**src/rtl/if_pkg.sv**
```systemverilog
// Shared constants and the prefetch entry type for the LEGv8 instruction-fetch slice.
// Imported by the interface, the prefetch queue and the fetch unit top.
package if_pkg;

    localparam int ADDR_W = 16;
    localparam int DATA_W = 32;

    localparam logic [ADDR_W-1:0] RESET_PC  = 16'h0000;
    localparam logic [DATA_W-1:0] HALT_WORD = 32'hD600_03E0;

    typedef struct packed {
        logic [ADDR_W-1:0] pc;
        logic [DATA_W-1:0] instr;
    } fetch_entry_t;

    function automatic logic is_halt(input logic [DATA_W-1:0] word,
                                     input logic [DATA_W-1:0] halt_word);
        return word == halt_word;
    endfunction

    // Word-address increment; wraps naturally at 2^ADDR_W.
    function automatic logic [ADDR_W-1:0] pc_inc(input logic [ADDR_W-1:0] pc);
        return pc + ADDR_W'(1);
    endfunction

endpackage

```
**src/rtl/instr_fetch_unit_if.sv**
```systemverilog
// Fetch-side bus bundle: instruction ROM address/data plus the decode valid/ready handshake.
// master = fetch unit, slave = ROM + decode environment.
interface instr_fetch_unit_if;
    import if_pkg::*;

    logic [ADDR_W-1:0] imem_addr;
    logic [DATA_W-1:0] imem_data;
    logic              if_valid;
    logic [DATA_W-1:0] if_instr;
    logic [ADDR_W-1:0] if_pc;
    logic              if_ready;

    modport master (
        output imem_addr,
        input  imem_data,
        output if_valid,
        output if_instr,
        output if_pc,
        input  if_ready
    );

    modport slave (
        input  imem_addr,
        output imem_data,
        input  if_valid,
        input  if_instr,
        input  if_pc,
        output if_ready
    );

endinterface

```
**src/rtl/fetch_queue.sv**
```systemverilog
// Small synchronous FIFO of fetched {pc, instr} entries with a combinational head.
// Flush wins over push and pop; push into a full queue is accepted only alongside a pop.
module fetch_queue
    import if_pkg::*;
#(
    parameter int DEPTH = 2
) (
    input  logic         clk,
    input  logic         rst_n,
    input  logic         push_i,
    input  logic         pop_i,
    input  logic         flush_i,
    input  fetch_entry_t entry_i,
    output logic         full_o,
    output logic         empty_o,
    output fetch_entry_t head_o
);

    localparam int PTR_W = (DEPTH > 1) ? $clog2(DEPTH) : 1;
    localparam int CNT_W = $clog2(DEPTH) + 1;

    fetch_entry_t     mem_q [DEPTH];
    logic [PTR_W-1:0] rd_ptr_q, rd_ptr_d;
    logic [PTR_W-1:0] wr_ptr_q, wr_ptr_d;
    logic [CNT_W-1:0] count_q, count_d;
    logic             do_push;
    logic             do_pop;

    assign empty_o = (count_q == '0);
    assign full_o  = (count_q == CNT_W'(DEPTH));
    assign head_o  = mem_q[rd_ptr_q];

    assign do_pop  = pop_i & ~empty_o & ~flush_i;
    assign do_push = push_i & (~full_o | do_pop) & ~flush_i;

    // DEPTH is a power of two, so the pointers wrap without an explicit compare.
    always_comb begin
        rd_ptr_d = rd_ptr_q;
        wr_ptr_d = wr_ptr_q;
        count_d  = count_q;
        if (flush_i) begin
            rd_ptr_d = '0;
            wr_ptr_d = '0;
            count_d  = '0;
        end else begin
            if (do_pop) begin
                rd_ptr_d = rd_ptr_q + PTR_W'(1);
            end
            if (do_push) begin
                wr_ptr_d = wr_ptr_q + PTR_W'(1);
            end
            case ({do_push, do_pop})
                2'b10:   count_d = count_q + CNT_W'(1);
                2'b01:   count_d = count_q - CNT_W'(1);
                default: count_d = count_q;
            endcase
        end
    end

    always_ff @(posedge clk or negedge rst_n) begin
        if (!rst_n) begin
            rd_ptr_q <= '0;
            wr_ptr_q <= '0;
            count_q  <= '0;
        end else begin
            rd_ptr_q <= rd_ptr_d;
            wr_ptr_q <= wr_ptr_d;
            count_q  <= count_d;
        end
    end

    always_ff @(posedge clk or negedge rst_n) begin
        if (!rst_n) begin
            for (int i = 0; i < DEPTH; i++) begin
                mem_q[i] <= '0;
            end
        end else if (do_push) begin
            mem_q[wr_ptr_q] <= entry_i;
        end
    end

endmodule

```
**src/rtl/instr_fetch_unit.sv**
```systemverilog
// LEGv8 instruction-fetch initiator: owns the PC, feeds the prefetch queue from the
// combinational ROM, handles redirect/flush and stops after fetching the BR XZR halt word.
module instr_fetch_unit
    import if_pkg::*;
#(
    parameter int                DEPTH     = 2,
    parameter logic [ADDR_W-1:0] RESET_PC  = if_pkg::RESET_PC,
    parameter logic [DATA_W-1:0] HALT_WORD = if_pkg::HALT_WORD
) (
    input  logic                     clk,
    input  logic                     rst_n,
    input  logic                     fetch_en,
    input  logic                     redirect_valid,
    input  logic [ADDR_W-1:0]        redirect_pc,
    output logic                     halted,
    instr_fetch_unit_if.master       bus
);

    logic [ADDR_W-1:0] pc_q, pc_d;
    logic              halted_q, halted_d;
    logic              q_full;
    logic              q_empty;
    logic              pop;
    logic              push;
    logic              fetched_halt;
    fetch_entry_t      head;
    fetch_entry_t      new_entry;

    assign pop          = ~q_empty & bus.if_ready;
    assign push         = fetch_en & ~halted_q & ~redirect_valid & (~q_full | pop);
    assign fetched_halt = is_halt(bus.imem_data, HALT_WORD);

    assign new_entry.pc    = pc_q;
    assign new_entry.instr = bus.imem_data;

    // Redirect doubles as the queue flush; the queue itself suppresses the pop.
    fetch_queue #(
        .DEPTH (DEPTH)
    ) u_queue (
        .clk     (clk),
        .rst_n   (rst_n),
        .push_i  (push),
        .pop_i   (pop),
        .flush_i (redirect_valid),
        .entry_i (new_entry),
        .full_o  (q_full),
        .empty_o (q_empty),
        .head_o  (head)
    );

    always_comb begin
        pc_d     = pc_q;
        halted_d = halted_q;
        if (redirect_valid) begin
            pc_d     = redirect_pc;
            halted_d = 1'b0;
        end else if (push) begin
            if (fetched_halt) begin
                halted_d = 1'b1;
            end else begin
                pc_d = pc_inc(pc_q);
            end
        end
    end

    always_ff @(posedge clk or negedge rst_n) begin
        if (!rst_n) begin
            pc_q     <= RESET_PC;
            halted_q <= 1'b0;
        end else begin
            pc_q     <= pc_d;
            halted_q <= halted_d;
        end
    end

    assign bus.imem_addr = pc_q;
    assign bus.if_valid  = ~q_empty;
    assign bus.if_instr  = q_empty ? '0 : head.instr;
    assign bus.if_pc     = q_empty ? '0 : head.pc;
    assign halted        = halted_q;

endmodule

```
**src/flat_wrapper.sv**
```systemverilog
// flat-port wrapper written by rule: the top's interface ports become plain ports
module instr_fetch_unit_flat import if_pkg::*;
#(
    parameter int                DEPTH     = 2,
    parameter logic [ADDR_W-1:0] RESET_PC  = if_pkg::RESET_PC,
    parameter logic [DATA_W-1:0] HALT_WORD = if_pkg::HALT_WORD
)
  (clk, rst_n, fetch_en, redirect_valid, redirect_pc, halted, bus_imem_addr, bus_imem_data, bus_if_valid, bus_if_instr, bus_if_pc, bus_if_ready);
  instr_fetch_unit_if bus_i ();
  input  logic clk;
  input  logic rst_n;
  input  logic fetch_en;
  input  logic redirect_valid;
  input  logic [ADDR_W-1:0] redirect_pc;
  output logic halted;
  output wire logic [$bits(bus_i.imem_addr)-1:0] bus_imem_addr;
  input wire logic [$bits(bus_i.imem_data)-1:0] bus_imem_data;
  output wire logic [$bits(bus_i.if_valid)-1:0] bus_if_valid;
  output wire logic [$bits(bus_i.if_instr)-1:0] bus_if_instr;
  output wire logic [$bits(bus_i.if_pc)-1:0] bus_if_pc;
  input wire logic [$bits(bus_i.if_ready)-1:0] bus_if_ready;
  assign bus_imem_addr = bus_i.imem_addr;
  assign bus_i.imem_data = bus_imem_data;
  assign bus_if_valid = bus_i.if_valid;
  assign bus_if_instr = bus_i.if_instr;
  assign bus_if_pc = bus_i.if_pc;
  assign bus_i.if_ready = bus_if_ready;
  instr_fetch_unit #(.DEPTH(DEPTH), .RESET_PC(RESET_PC), .HALT_WORD(HALT_WORD)) u_core (.clk(clk), .rst_n(rst_n), .fetch_en(fetch_en), .redirect_valid(redirect_valid), .redirect_pc(redirect_pc), .halted(halted), .bus(bus_i));
endmodule
```
**config.mk**
```make
export PLATFORM = sky130hd
export DESIGN_NAME = instr_fetch_unit_flat
export DESIGN_NICKNAME = d
export VERILOG_FILES = /design/src/rtl/if_pkg.sv /design/src/rtl/instr_fetch_unit_if.sv /design/src/rtl/fetch_queue.sv /design/src/rtl/instr_fetch_unit.sv /design/src/flat_wrapper.sv
export SDC_FILE = /design/constraint.sdc
export NUM_CORES = 1
export LEC_CHECK = 0
export BUFFER_PORTS_ARGS = -buffer_cell sky130_fd_sc_hd__buf_2
export CAP_MARGIN = 20
export CORE_MARGIN = 2
export CORE_UTILIZATION = 40
export DETAILED_ROUTE_END_ITERATION = 10
export MAX_ROUTING_LAYER = met4
export PLACE_DENSITY = 0.72
export SETUP_SLACK_MARGIN = 0.4
export SYNTH_ARGS = -nofsm -noshare
export SYNTH_HDL_FRONTEND = slang
export SYNTH_SLANG_ARGS = --single-unit
export TNS_END_PERCENT = 20
```
**constraint.sdc**
```tcl
create_clock -name clk -period 2 [get_ports clk]
set_input_delay 0.1 -clock clk [delete_from_list [all_inputs] [get_ports clk]]
set_output_delay 0.1 -clock clk [all_outputs]
set_load 0.005 [all_outputs]
```
Word-level counts from Yosys, hierarchy flattened
Index checks and enable logic that the tools add are counted.
Widths: inputs -> output; s select.
- $add $sub $neg: 5
- $mul: 0
- div/mod/pow operators: 0
- $lt $le $gt $ge: 3
- eq/ne operators: 5
- shifts and indexed selects: 0
- muxes and demuxes: 20
- bitwise logic cells: 16
- reductions and logical operators: 9
- operators by type and width (operator ; count):
    $mux 48 ; 4
    $bwmux 96 ; 1
    $mux 16 ; 4
    $demux 48 s1 ; 1
    $eq 32x32->1 const B ; 1
    $mux 32 ; 1
    $add 16x1->16 const B ; 1
    $and 1x1->1 ; 8
    $reduce_bool 2->1 ; 4
    $mux 1 ; 7
    $eq 2x2->1 const B ; 2
    $ge 2x2->1 const B ; 2
    $not 1->1 ; 4
    $not 1->2 ; 2
    $pmux 2 s2 ; 1
    $reduce_and 2->1 ; 2
    $reduce_bool 3->1 ; 1
    $add 1x1->1 const B ; 2
    $add 2x1->2 const B ; 1
    $eq 2x1->1 const B ; 1
    $logic_not 2->1 ; 1
    $lt 2x1->1 const B ; 1
    $mux 2 ; 1
    $ne 2x2->1 const B ; 1
    other kinds (3) ; 4
- bits in registers: 117
- latch bits: 0
- bits in writable memories: 0
- memory bits (read-only): 0
- input bits: 53
- output and inout bits: 66
- memories: 0

Depth between registers and ports, before layout
Gate-level depths: netlist of the first run.
- word-level depth: 11
- gate-level depth with buffers: 7
- gate-level depth less buffers: 6

Cells and area by module
From an unflattened synthesis of the first run, not the netlist that was laid out.
- cell total of the unflattened synthesis: 460
- area total of the unflattened synthesis: 5908.2 um^2
- modules (own cells, without submodules) (module ; times used ; cells each ; area an instance (um^2)):
    fetch_queue ; 1 ; 284 ; 4410.5
    instr_fetch_unit ; 1 ; 176 ; 1497.7

Worst setup path after synthesis of the first run
OpenSTA, ideal clock, no wires.
- path type: register to register
- start point: register u_core.u_queue.count_q[1]
- end point: register u_core.u_queue.mem_q[86] in the netlist's numbering
- setup time: 0.125 ns
- arrival: 1.742 ns
- data required time: 1.875 ns
- path slack: 0.133 ns
- cell stages (with the launch flop): 7
- path buffers: 2
- period minus slack after synthesis: 1.867 ns
- cell sequence: dfrtp_1 > nor3b_1 > nor4b_4 > and2b_1 > buf_2 > buf_4 > mux2_2
- longest elaborated chain between the ends: 8
- elaborated cells on any way between the ends: 12
- RTL lines (what ; RTL line ; source):
    start, declared ; fetch_queue.sv:25 ; logic [CNT_W-1:0] count_q, count_d;
    start signal, assigned ; fetch_queue.sv:68 ; count_q <= count_d;
    $logic_not 2->1 ; fetch_queue.sv:29 ; assign empty_o = (count_q == '0);
    $not 1->1 ; fetch_queue.sv:33, instr_fetch_unit.sv:29 ;
    $and 1x1->1 ; instr_fetch_unit.sv:29 ; assign pop = ~q_empty & bus.if_ready;
    $and 1x1->1 (2 in a row) ; fetch_queue.sv:33 ; assign do_pop = pop_i & ~empty_o & ~flush_i;
    $or 1x1->1 ; fetch_queue.sv:34 ; assign do_push = push_i & (~full_o | do_pop) & ~flush_i;
    $and 1x1->1 * (2 in a row) ; fetch_queue.sv:34 ;
    end signal, assigned by index ; fetch_queue.sv:78 ; mem_q[wr_ptr_q] <= entry_i;
    end, declared ; fetch_queue.sv:22 ; fetch_entry_t mem_q [DEPTH];
Mark *: on every way between the ends. The rest lies on a longest branch, timed or not.
A chain may end at the register's enable or synchronous reset.

Worst setup path after layout of the first run
- start point: register u_core.u_queue.count_q[1]
- end point: register u_core.pc_q[12], in the netlist u_core.bus.imem_addr[12]
- longest elaborated chain between the ends: 7
- elaborated cells on any way between the ends: 9
- RTL lines (what ; RTL line ; source):
    $logic_not 2->1 ; fetch_queue.sv:29 ;
    $not 1->1 ; instr_fetch_unit.sv:29 ;
    $and 1x1->1 ; instr_fetch_unit.sv:29 ;
    $or 1x1->1 * ; instr_fetch_unit.sv:30 ; assign push = fetch_en & ~halted_q & ~redirect_valid & (~q_full | pop);
    $and 1x1->1 * ; instr_fetch_unit.sv:30 ;
    $reduce_bool 2->1 (no source line) * ; -- ;
    $reduce_and 2->1 (no source line) * ; -- ;
    end signal, assigned ; instr_fetch_unit.sv:71 ; pc_q <= pc_d;
    end, declared ; instr_fetch_unit.sv:19 ; logic [ADDR_W-1:0] pc_q, pc_d;
Marks and branches as above.

==> metrics, run 1 <==
Longest Clk Path Bufs=2; Cells on Worst Hold Path=3; Multi-input gate area=0.00257 sq mm; Clk Latency, worst-skew pair=0.42 ns; Worst Skew=0.00856 ns; maxcap violations=0; final count of negative-setup-slack endpoints=0; Psw=2.03 mW; Final Hold Fails=0; Max stage delay cell, worst path=or4_1; Layout Utilization=58.5%; largest net degree at the start of global routing=42; Site Rows=42; share of layout cells above drive strength 1=44.5%; internal power=5.70 mW; die height=122 microns; Fillers=1098; placed cell areas=0.00649 sq mm; Tot Pwr=7.73 mW; Cell Chain, Critical Path=nor3b_4 -> nor4b_4 -> o21ai_2 -> buf_6 -> or4_1 -> a31oi_1; Synth area leaders=dfrtp_1, mux2_2, mux2i_1; Initial Util=41.3%; Core Area=0.0134 sq mm; Worst R2R End=u_core.bus.imem_addr[12]; leak pwr=3.54 nW; max incr delay on CP=0.45 ns; Synth cell types=45; Hold Path Sink=u_core.bus.imem_addr[8]; combinational share of power=19.1%; via count=4435; Reg2Reg Depth=6; Post-synth ARST share=100%; Final Instance Area=0.00783 sq mm; CTS H-tree lvls=4; Yosys top cell by area=dfrtp_1; CTS Buf Count=17; FMAX=532 MHz; final slew viol count=0; drt initial violations=274; Non-Filler Instances=836; Seq pwr share=42.7%; worst min-delay path class=in2reg; I/O pins=119; Mean Syn Cell Area=12.2 sq um; Yosys top cell area share=52.9%; critical path fanouts, max=5; Yosys reg bits=117; Mapped Nets=509; Post-Syn Area=0.00554 sq mm; Clk pwr share=38.2%; Synth Flop Type=dfrtp_1; Syn-to-layout area delta=41.5%; number of routed nets with antenna violations=0; gr usage total=21.3%; top-count cell post-synth=dfrtp_1; Die Area=0.0148 sq mm; CTS tree=built; Crit. End Element=register; Top Layer Used=met4; synth cell count leaders=dfrtp_1, mux2_2, nor2_1, mux2i_1, buf_2; r2r setup slk=0.12 ns; Worst EP required=2.34 ns; status=completed; Critical Path Source=u_core.u_queue.count_q[1]; GRT overflow=0; Sw Share=26.3%; crit path buf inv count=1; first-pass GRT wire length=23.4 mm; Slew @ Worst Pin=0.551 ns; met3 WL=935 microns; worst reg2reg startpoint=u_core.u_queue.count_q[1]; Final Routed Wirelength=14.8 mm; Worst setup SP type=register; Slew HR=63.3%; Die W=122 microns; final net count=699; DRC Markers=0; dpl hpwl=9.32 mm; Worst Path Arrival=2.22 ns; Via density=5.31; worst vdd ir=690 uV; critical path class=reg2reg; post-placement cell count=744; Final GP Congestion=0.817; delay-heaviest family, CP=simple AND/OR/NAND/NOR gates; min Tclk post-route=1.88 ns; CTS root buf=clkbuf_16; routed len/inst=17.7 microns; Min-Delay Startpoint=redirect_pc[8]; Num Clock Sinks=117; vias in the first global route=4665; RSZ-0062 raised after global routing=yes; Reg area=0.00293 sq mm; Synth Instances=455; initial antenna violation count=2; Sum Neg Setup Slack=0 ns; Final period util=94.1%; IO Port Bufs=118; first-pass detailed-route iteration total=5; Worst-path clk slew=0.06 ns; Seq/Total Area, Yosys=52.9%; Syn. warnings=0; EDFF count, synth=0; DR WL met2=7.05 mm; pwr dens=987 mW/mm^2; wire length on met1=6.62 mm
-- cell type report --
| type | count | area share [%] |
|---|---|---|
| Timing Repair Buffer | 199 | 19.2 |
| Sequential cell | 117 | 37.4 |
| Tap cell | 176 | 2.81 |
| Clock buffer | 19 | 5.65 |
| Multi-Input combinational cell | 305 | 32.9 |
| Antenna cell | 2 | 0.0639 |
| Clock inverter | 13 | 1.71 |
| Inverter | 5 | 0.240 |
-- placed cells by master (no fill, tap or decap), types with 3 or more instances in the layout --
master           n
a21oi_1          7
mux2_4          15
clkinv_2         4
nand4_1          5
dlygate4sd3_1   46
xor2_1           4
nor4bb_1         3
nand2_1         11
nor2b_1          3
clkinvlp_4       6
buf_2          117
inv_1            5
buf_4           22
clkbuf_16       19
o21ai_0          6
mux2i_1         49
a31oi_1          3
mux2_2          81
buf_16           3
nor4_1           3
or3_1            4
buf_12           7
dfrtp_1        115
nand3_1          9
nor2_1          61
a211o_1          3
and3_1           3
-- through the flow --
stage / worst slack, ns / hold WS, ns
2_1_floorplan: 0.237 / -0.196
3_5_place_dp: 0.0768 / 0.118
6_report: 0.119 / 0.0299
3_3_place_gp: 0.0767 / 0.114
4_1_cts: 0.0713 / 0.00802
5_1_grt: 0.0516 / 0.0342
-- cells by family after synthesis --
| logic type | Yosys count | share of synthesized area (%) |
|---|---|---|
| adder cells (fa/ha/maj) | 1 | 0.226 |
| AO/OA/AOI/OAI | 36 | 4.63 |
| buffers and inverters | 33 | 2.69 |
| flip-flops | 117 | 52.9 |
| AND/OR/NAND/NOR | 119 | 10.5 |
| multiplexers | 145 | 28.4 |
| XOR/XNOR | 4 | 0.633 |
-- power by group through the flow --
stage                     clock network (mW)  logic (mW)  registers, mW
final                                   2.95        1.48           3.30
after global routing                    3.12        1.62           3.36
after CTS                               3.00        1.43           3.28
after detailed placement                   0        1.32           3.32
after global placement                     0        1.27           3.27
after floorplan                            0       0.904           3.23
-- how the worst max path moves through the flow --
stage / end / slack (ns) / cells past startpoint
floorplan: u_core.u_queue.mem_q[86] / 0.24 / 6
finish: u_core.bus.imem_addr[12] / 0.12 / 6
detailed placement: u_core.bus.imem_addr[8] / 0.08 / 6
global placement: u_core.bus.imem_addr[8] / 0.08 / 6
CTS: u_core.bus.imem_addr[12] / 0.07 / 6
global route: u_core.bus.imem_addr[12] / 0.05 / 6
-- worst min-delay path, cell delays in order --
cell and delay, ns:
buf_2 0.11, a32o_1 0.12, a211o_1 0.09
-- layer usage --
| layer | vias to the layer above | track usage (%) |
|---|---|---|
| met5 | - | - |
| met4 | 0 | 6.97 |
| met1 | 2248 | 26.4 |
| met3 | 15 | 5.76 |
| li1 | 2020 | - |
| met2 | 152 | 34.0 |
-- sequential cells by signal, summed over array words and instances, names as in the netlist --
signal and count:
u_core.u_queue.count_q 2, u_core.u_queue.mem_q 96, u_core.u_queue.wr_ptr_q 1, u_core.halted 1
u_core.u_queue.rd_ptr_q 1, u_core.bus.imem_addr 16
-- timing repair --
item | CTS | global route
hold endpoints to repair | 115 | 0
setup buffers | 6 | 1
pin swaps | 4 | 4
endpoints found under the setup margin | 158 | 163
hold buffers | 46 | 0
cloned | 3 | 2
resized for setup | 11 | 19
Note: power is estimated with default switching activity, not from simulation.
==> inputs of run 2 (changes only) <==
--- a/config.mk
+++ b/config.mk
@@ -11,7 +11,6 @@
 export CORE_UTILIZATION = 40
 export DETAILED_ROUTE_END_ITERATION = 10
 export MAX_ROUTING_LAYER = met4
-export PLACE_DENSITY = 0.72
 export SETUP_SLACK_MARGIN = 0.4
 export SYNTH_ARGS = -nofsm -noshare
 export SYNTH_HDL_FRONTEND = slang
==> run 2 against run 1 <==
Net effect:
- sequential share of layout area up 0.35 points
- critical endpoint is now u_core.u_queue.mem_q[95]
- clock skew rose by 0.0092 ns
- utilization fell by 0.47 points
- highest routed layer unchanged
- via count shrank 2.9%
- critical path type unchanged
==> metrics, run 2 (same netlist as run 1, synthesis figures left out) <==
Worst Path Arrival=2.10 ns (-0.12 ns); Hold Path Sink=u_core.bus.imem_addr[6]; Worst EP required=2.28 ns (-0.06 ns); Reg2Reg Depth=6 (unchanged); Non-Filler Instances=838 (+0.24%); CTS root buf=clkbuf_16; I/O pins=119 (unchanged); Die Area=0.0148 sq mm (unchanged); drt initial violations=235 (-14%); r2r setup slk=0.18 ns (+0.06 ns); final slew viol count=0 (unchanged); FMAX=549 MHz (+3.3%); Final Hold Fails=0 (unchanged); Reg area=0.00293 sq mm (+0.13%); IO Port Bufs=118 (unchanged); final net count=703 (+0.57%); Die W=122 microns (unchanged); Largest register FFs=96 (unchanged); # diodes=0 (-2); most common cell after layout, fill and taps aside=buf_2; CTS H-tree lvls=4 (unchanged); Longest Clk Path Bufs=2 (unchanged); Cells on Worst Hold Path=4 (+1); post-placement cell count=749 (+0.67%); first-pass detailed-route iteration total=4 (-1); Syn-to-layout area delta=40.4%; worst reg2reg startpoint=u_core.u_queue.count_q[1]; via count=4307 (-2.9%); Most flops, register=u_core.u_queue.mem_q; Worst R2R End=u_core.u_queue.mem_q[95]; Slew HR=66.7% (+3.4 points); first-pass GRT wire length=22.2 mm (-5.1%); Final Instance Area=0.00777 sq mm (-0.80%); vias in the first global route=4334 (-7.1%); worst min-delay path class=in2reg; Layout Utilization=58.0% (-0.47 points); share of layout cells above drive strength 1=44.3% (-0.27 points); initial antenna violation count=0 (-2); worst vdd ir=505 uV (-27%); routed len/inst=16.8 microns (-5.3%); critical path class=reg2reg; CTS tree=built; RSZ-0062 raised after global routing=yes; Site Rows=42 (unchanged); die height=122 microns (unchanged); Initial Util=41.3% (unchanged); DRC Markers=0 (unchanged); GRT overflow=0 (unchanged); critical path fanouts, max=14 (+9); pwr dens=984 mW/mm^2 (-0.34%); Worst setup SP type=register; Final Routed Wirelength=14.0 mm (-5.0%); leak pwr=3.50 nW (-1.1%); Worst Skew=0.0177 ns (+0.00917 ns); Min-Delay Startpoint=redirect_pc[6]; commonest non-fill, non-tap cells in the layout=buf_2, dfrtp_1, mux2_2; maxcap violations=0 (unchanged); fin worst setup slack=0.178 ns (+0.0595 ns); final count of negative-setup-slack endpoints=0 (unchanged); Num Clock Sinks=117 (unchanged); Multi-input gate area=0.00252 sq mm (-1.9%); CTS Buf Count=17 (unchanged); largest net degree at the start of global routing=38 (-9.5%); Slew @ Worst Pin=0.499 ns (-0.0516 ns); Worst-path clk slew=0.05 ns (about the same); hold slack=0.0310 ns (+0.00102 ns); dpl hpwl=9.24 mm (-0.83%); Tot Pwr=7.64 mW (-1.1%); min Tclk post-route=1.82 ns (-0.0595 ns); Final GP Congestion=0.786 (-3.7%); placed cell areas=0.00654 sq mm (+0.77%); gr usage total=20.1% (-1.2 points); Final period util=91.1% (-3.0 points); status=completed; Crit. End Element=register; dpl ws=0.0604 ns (-0.0165 ns); Via density=5.14 (-3.1%); number of routed nets with antenna violations=0 (unchanged); Sum Neg Setup Slack=0 ns (unchanged); Clk Latency, worst-skew pair=0.41 ns (about the same); Core Area=0.0134 sq mm (unchanged); Fillers=1170 (+6.6%)
## run 2: repair_timing
item | CTS | global route
cloned | 0 | 1
gates resized for setup | 6 | 17
hold buffers | 46 | 1
hold endpoints to repair | 111 | 2
setup endpoints to repair | 158 | 159
pin swaps | 1 | 9
buffers inserted | 3 | 6
## run 2: where the power goes
part	total, mW	leakage [nW]	switching, mW	internal [mW]
clock network	2.92	0.285	0.985	1.94
registers	3.29	1.39	0.334	2.96
logic	1.42	1.82	0.573	0.852
total	7.64	3.50	1.89	5.75
## run 2: critical path, cell delays in order, from the launching register on
cell       delay, ns
dfrtp_1         0.39
nor3b_4         0.16
nor4b_4         0.22
buf_4           0.16
and2b_4         0.21
clkbuf_16       0.20
mux2_2          0.33
## run 2: routing by layer
layer,share of wire [%],global-route usage (%)
met3,4.6,4.45
met2,47,30.5
met5,0,-
met1,47,26.8
met4,0.72,6.75
## run 2: worst max path at each step
stage | startpoint | to | depth (start not counted) | slack (ns)
final | u_core.u_queue.count_q[1] | u_core.u_queue.mem_q[95] | 6 | 0.18
after floorplan | u_core.u_queue.count_q[1] | u_core.u_queue.mem_q[86] | 6 | 0.24
after global routing | u_core.u_queue.count_q[1] | u_core.bus.imem_addr[11] | 7 | 0.12
after global placement | u_core.bus.imem_addr[1] | u_core.bus.imem_addr[12] | 6 | 0.08
after CTS | u_core.u_queue.count_q[1] | u_core.u_queue.mem_q[73] | 6 | 0.14
after detailed placement | u_core.bus.imem_addr[1] | u_core.bus.imem_addr[12] | 6 | 0.06
## run 2: cell type report
cell class	instances	area share, %
Inverter	5	0.242
Multi-Input combinational cell	305	32.5
Timing Repair Buffer	203	19.2
Sequential cell	117	37.8
Clock buffer	30	7.00
Clock inverter	2	0.451
Tap cell	176	2.83
==> inputs of run 3 (changes only) <==
--- a/config.mk
+++ b/config.mk
@@ -7,10 +7,13 @@
 export LEC_CHECK = 0
 export BUFFER_PORTS_ARGS = -buffer_cell sky130_fd_sc_hd__buf_2
 export CAP_MARGIN = 20
+export CELL_PAD_IN_SITES_DETAIL_PLACEMENT = 2
+export CELL_PAD_IN_SITES_GLOBAL_PLACEMENT = 2
 export CORE_MARGIN = 2
-export CORE_UTILIZATION = 40
+export CORE_UTILIZATION = 36
 export DETAILED_ROUTE_END_ITERATION = 10
 export MAX_ROUTING_LAYER = met4
+export PLACE_DENSITY_LB_ADDON = 0.1
 export SETUP_SLACK_MARGIN = 0.4
 export SYNTH_ARGS = -nofsm -noshare
 export SYNTH_HDL_FRONTEND = slang
==> run 3 against run 2 <==
Net effect:
- flip-flop and latch count stayed put
- largest cell class unchanged
- setup slack worse by 0.14 ns
- clock power is 8.6% higher
- critical path depth is 1 higher
- fmax is 7.3% lower
- non-clock buffer count is 20 higher
- sequential power is 5% higher
- hold slack better by 0.028 ns
- first-iteration DRC count is 17% higher
- clock skew is 0.0080 ns lower
- critical endpoint is now u_core.u_queue.mem_q[48]
- wire length is 81% higher
==> metrics, run 3 (same netlist as run 1, synthesis figures left out) <==
routed len/inst=29.2 microns (+74%); IO Port Bufs=118 (unchanged); Largest register FFs=96 (unchanged); first-pass GRT wire length=32.1 mm (+44%); Slew HR=56.4% (-10 points); Via density=5.62 (+9.4%); Hold Path Sink=u_core.bus.imem_addr[6]; r2r setup slk=0.03 ns (-0.14 ns); min Tclk post-route=1.97 ns (+0.144 ns); CTS tree=built; status=completed; final slew viol count=0 (unchanged); CTS root buf=clkbuf_16; dpl hpwl=10.9 mm (+18%); final count of negative-setup-slack endpoints=0 (unchanged); drt initial violations=275 (+17%); Final period util=98.3% (+7.2 points); initial antenna violation count=1 (+1); number of routed nets with antenna violations=0 (unchanged); maxcap violations=0 (unchanged); Crit. End Element=register; Min-Delay Startpoint=redirect_pc[6]; CTS H-tree lvls=4 (unchanged); most common cell after layout, fill and taps aside=buf_2; vias in the first global route=5239 (+21%); Final Hold Fails=0 (unchanged); Reg2Reg Depth=7 (+1); Most flops, register=u_core.u_queue.mem_q; die height=128 microns (+5.2%); Worst R2R End=u_core.u_queue.mem_q[48]; share of layout cells above drive strength 1=48.2% (+4.0 points); Initial Util=36.7% (-4.6 points); largest net degree at the start of global routing=50 (+32%); CTS Buf Count=17 (unchanged); worst vdd ir=593 uV (+17%); GRT overflow=0 (unchanged); commonest non-fill, non-tap cells in the layout=buf_2, dfrtp_1, mux2_2; Slew @ Worst Pin=0.655 ns (+0.156 ns); Longest Clk Path Bufs=2 (unchanged); Worst Skew=0.00972 ns (-0.00801 ns); Worst-path clk slew=0.07 ns (+0.02 ns); Tot Pwr=8.43 mW (+10%); Core Area=0.0151 sq mm (+13%); Worst Path Arrival=2.29 ns (+0.19 ns); Final GP Congestion=0.808 (+2.7%); Sum Neg Setup Slack=0 ns (unchanged); Site Rows=45 (+7.1%); critical path class=reg2reg; Clk Latency, worst-skew pair=0.44 ns (+0.03 ns); leak pwr=3.78 nW (+8.1%); critical path fanouts, max=4 (-10); Worst EP required=2.32 ns (+0.04 ns); I/O pins=119 (unchanged); Fillers=1394 (+19%); gr usage total=27.4% (+7.4 points); final net count=723 (+2.8%); RSZ-0062 raised after global routing=yes; via count=4896 (+14%); FMAX=509 MHz (-7.3%); Die Area=0.0164 sq mm (+11%); DRC Markers=0 (unchanged); Worst setup SP type=register; Num Clock Sinks=117 (unchanged); Syn-to-layout area delta=51.1%; Cells on Worst Hold Path=4 (unchanged); Final Routed Wirelength=25.4 mm (+81%); worst reg2reg startpoint=u_core.u_queue.count_q[1]; first-pass detailed-route iteration total=5 (+1); pwr dens=1010 mW/mm^2 (+2.5%); Die W=128 microns (+5.2%); worst min-delay path class=in2reg; hold slack=0.0586 ns (+0.0277 ns)
==> run 3: cell types whose count changed in the layout (fill, tap and decap cells not counted), sizes merged <==
cell         delta
clkbuf          -1
clkinv          +4
bufinv          +1
diode           +1
buf            +15
clkinvlp        +2
dlygate4sd3     -1
==> run 3: routing by layer <==
metal | up-vias | track usage, % | share of wire, %
met1 | 2577 | 32.8 | 40
li1 | 2065 | - | -
met4 | 0 | 9.50 | 3.6
met5 | - | - | 0
met2 | 199 | 46.6 | 52
met3 | 55 | 5.38 | 4.4
==> run 3: worst max-delay path by stage <==
stage | from | to | slack [ns]
2_1_floorplan | u_core.u_queue.count_q[1] | u_core.u_queue.mem_q[86] | 0.24
3_3_place_gp | bus_imem_data[10] | u_core.bus.imem_addr[8] | 0.06
3_5_place_dp | bus_imem_data[10] | u_core.bus.imem_addr[8] | -0.03
4_1_cts | u_core.u_queue.count_q[1] | u_core.bus.imem_addr[5] | 0.06
5_1_grt | u_core.bus.imem_addr[0] | u_core.bus.imem_addr[12] | -0.05
6_report | u_core.u_queue.count_q[1] | u_core.u_queue.mem_q[48] | 0.03
==> run 3: power breakdown <==
group,total (mW),internal [mW],switching [mW]
Combinational,1.82,0.988,0.834
Sequential,3.44,2.96,0.480
Clock,3.17,1.95,1.22
==> run 3: critical path, stage by stage (launching register included) <==
cell	delay, ns
dfrtp_1	0.40
nor3b_4	0.17
nor4b_4	0.27
and2b_2	0.29
buf_12	0.15
buf_12	0.10
buf_16	0.10
mux2_2	0.35
==> run 3: area by class of cell <==
class	count	area (sq um)	share of cell area, %
timing repair buffer	223	1930	23.0
tap	188	235	2.81
inverter	5	18.8	0.224
sequential	117	2930	35.0
clock inverter	9	100	1.20
antenna	1	2.50	0.0299
multi-input combinational	305	2660	31.8
clock buffer	23	488	5.83
==> run 3: stage by stage <==
step | cells | setup slack (ns) | util (%) | instance area, sq um
2_1_floorplan | 455 | 0.237 | - | 5580
3_3_place_gp | 758 | 0.0576 | 43.2 | 6510
3_5_place_dp | 758 | -0.0326 | 43.2 | 6510
4_1_cts | 853 | 0.0620 | 52.5 | 7930
5_1_grt | 871 | -0.0482 | 55.4 | 8360
6_report | 871 | 0.0349 | 55.4 | 8360
==> run 3: repair_timing <==
action                                 CTS  global route
endpoints found under the hold margin  117             0
pin swaps                                4            14
cloned                                   6             7
setup buffers                           11            10
hold buffers                            46             0
setup endpoints to repair              161           165
resized for setup                       26            33
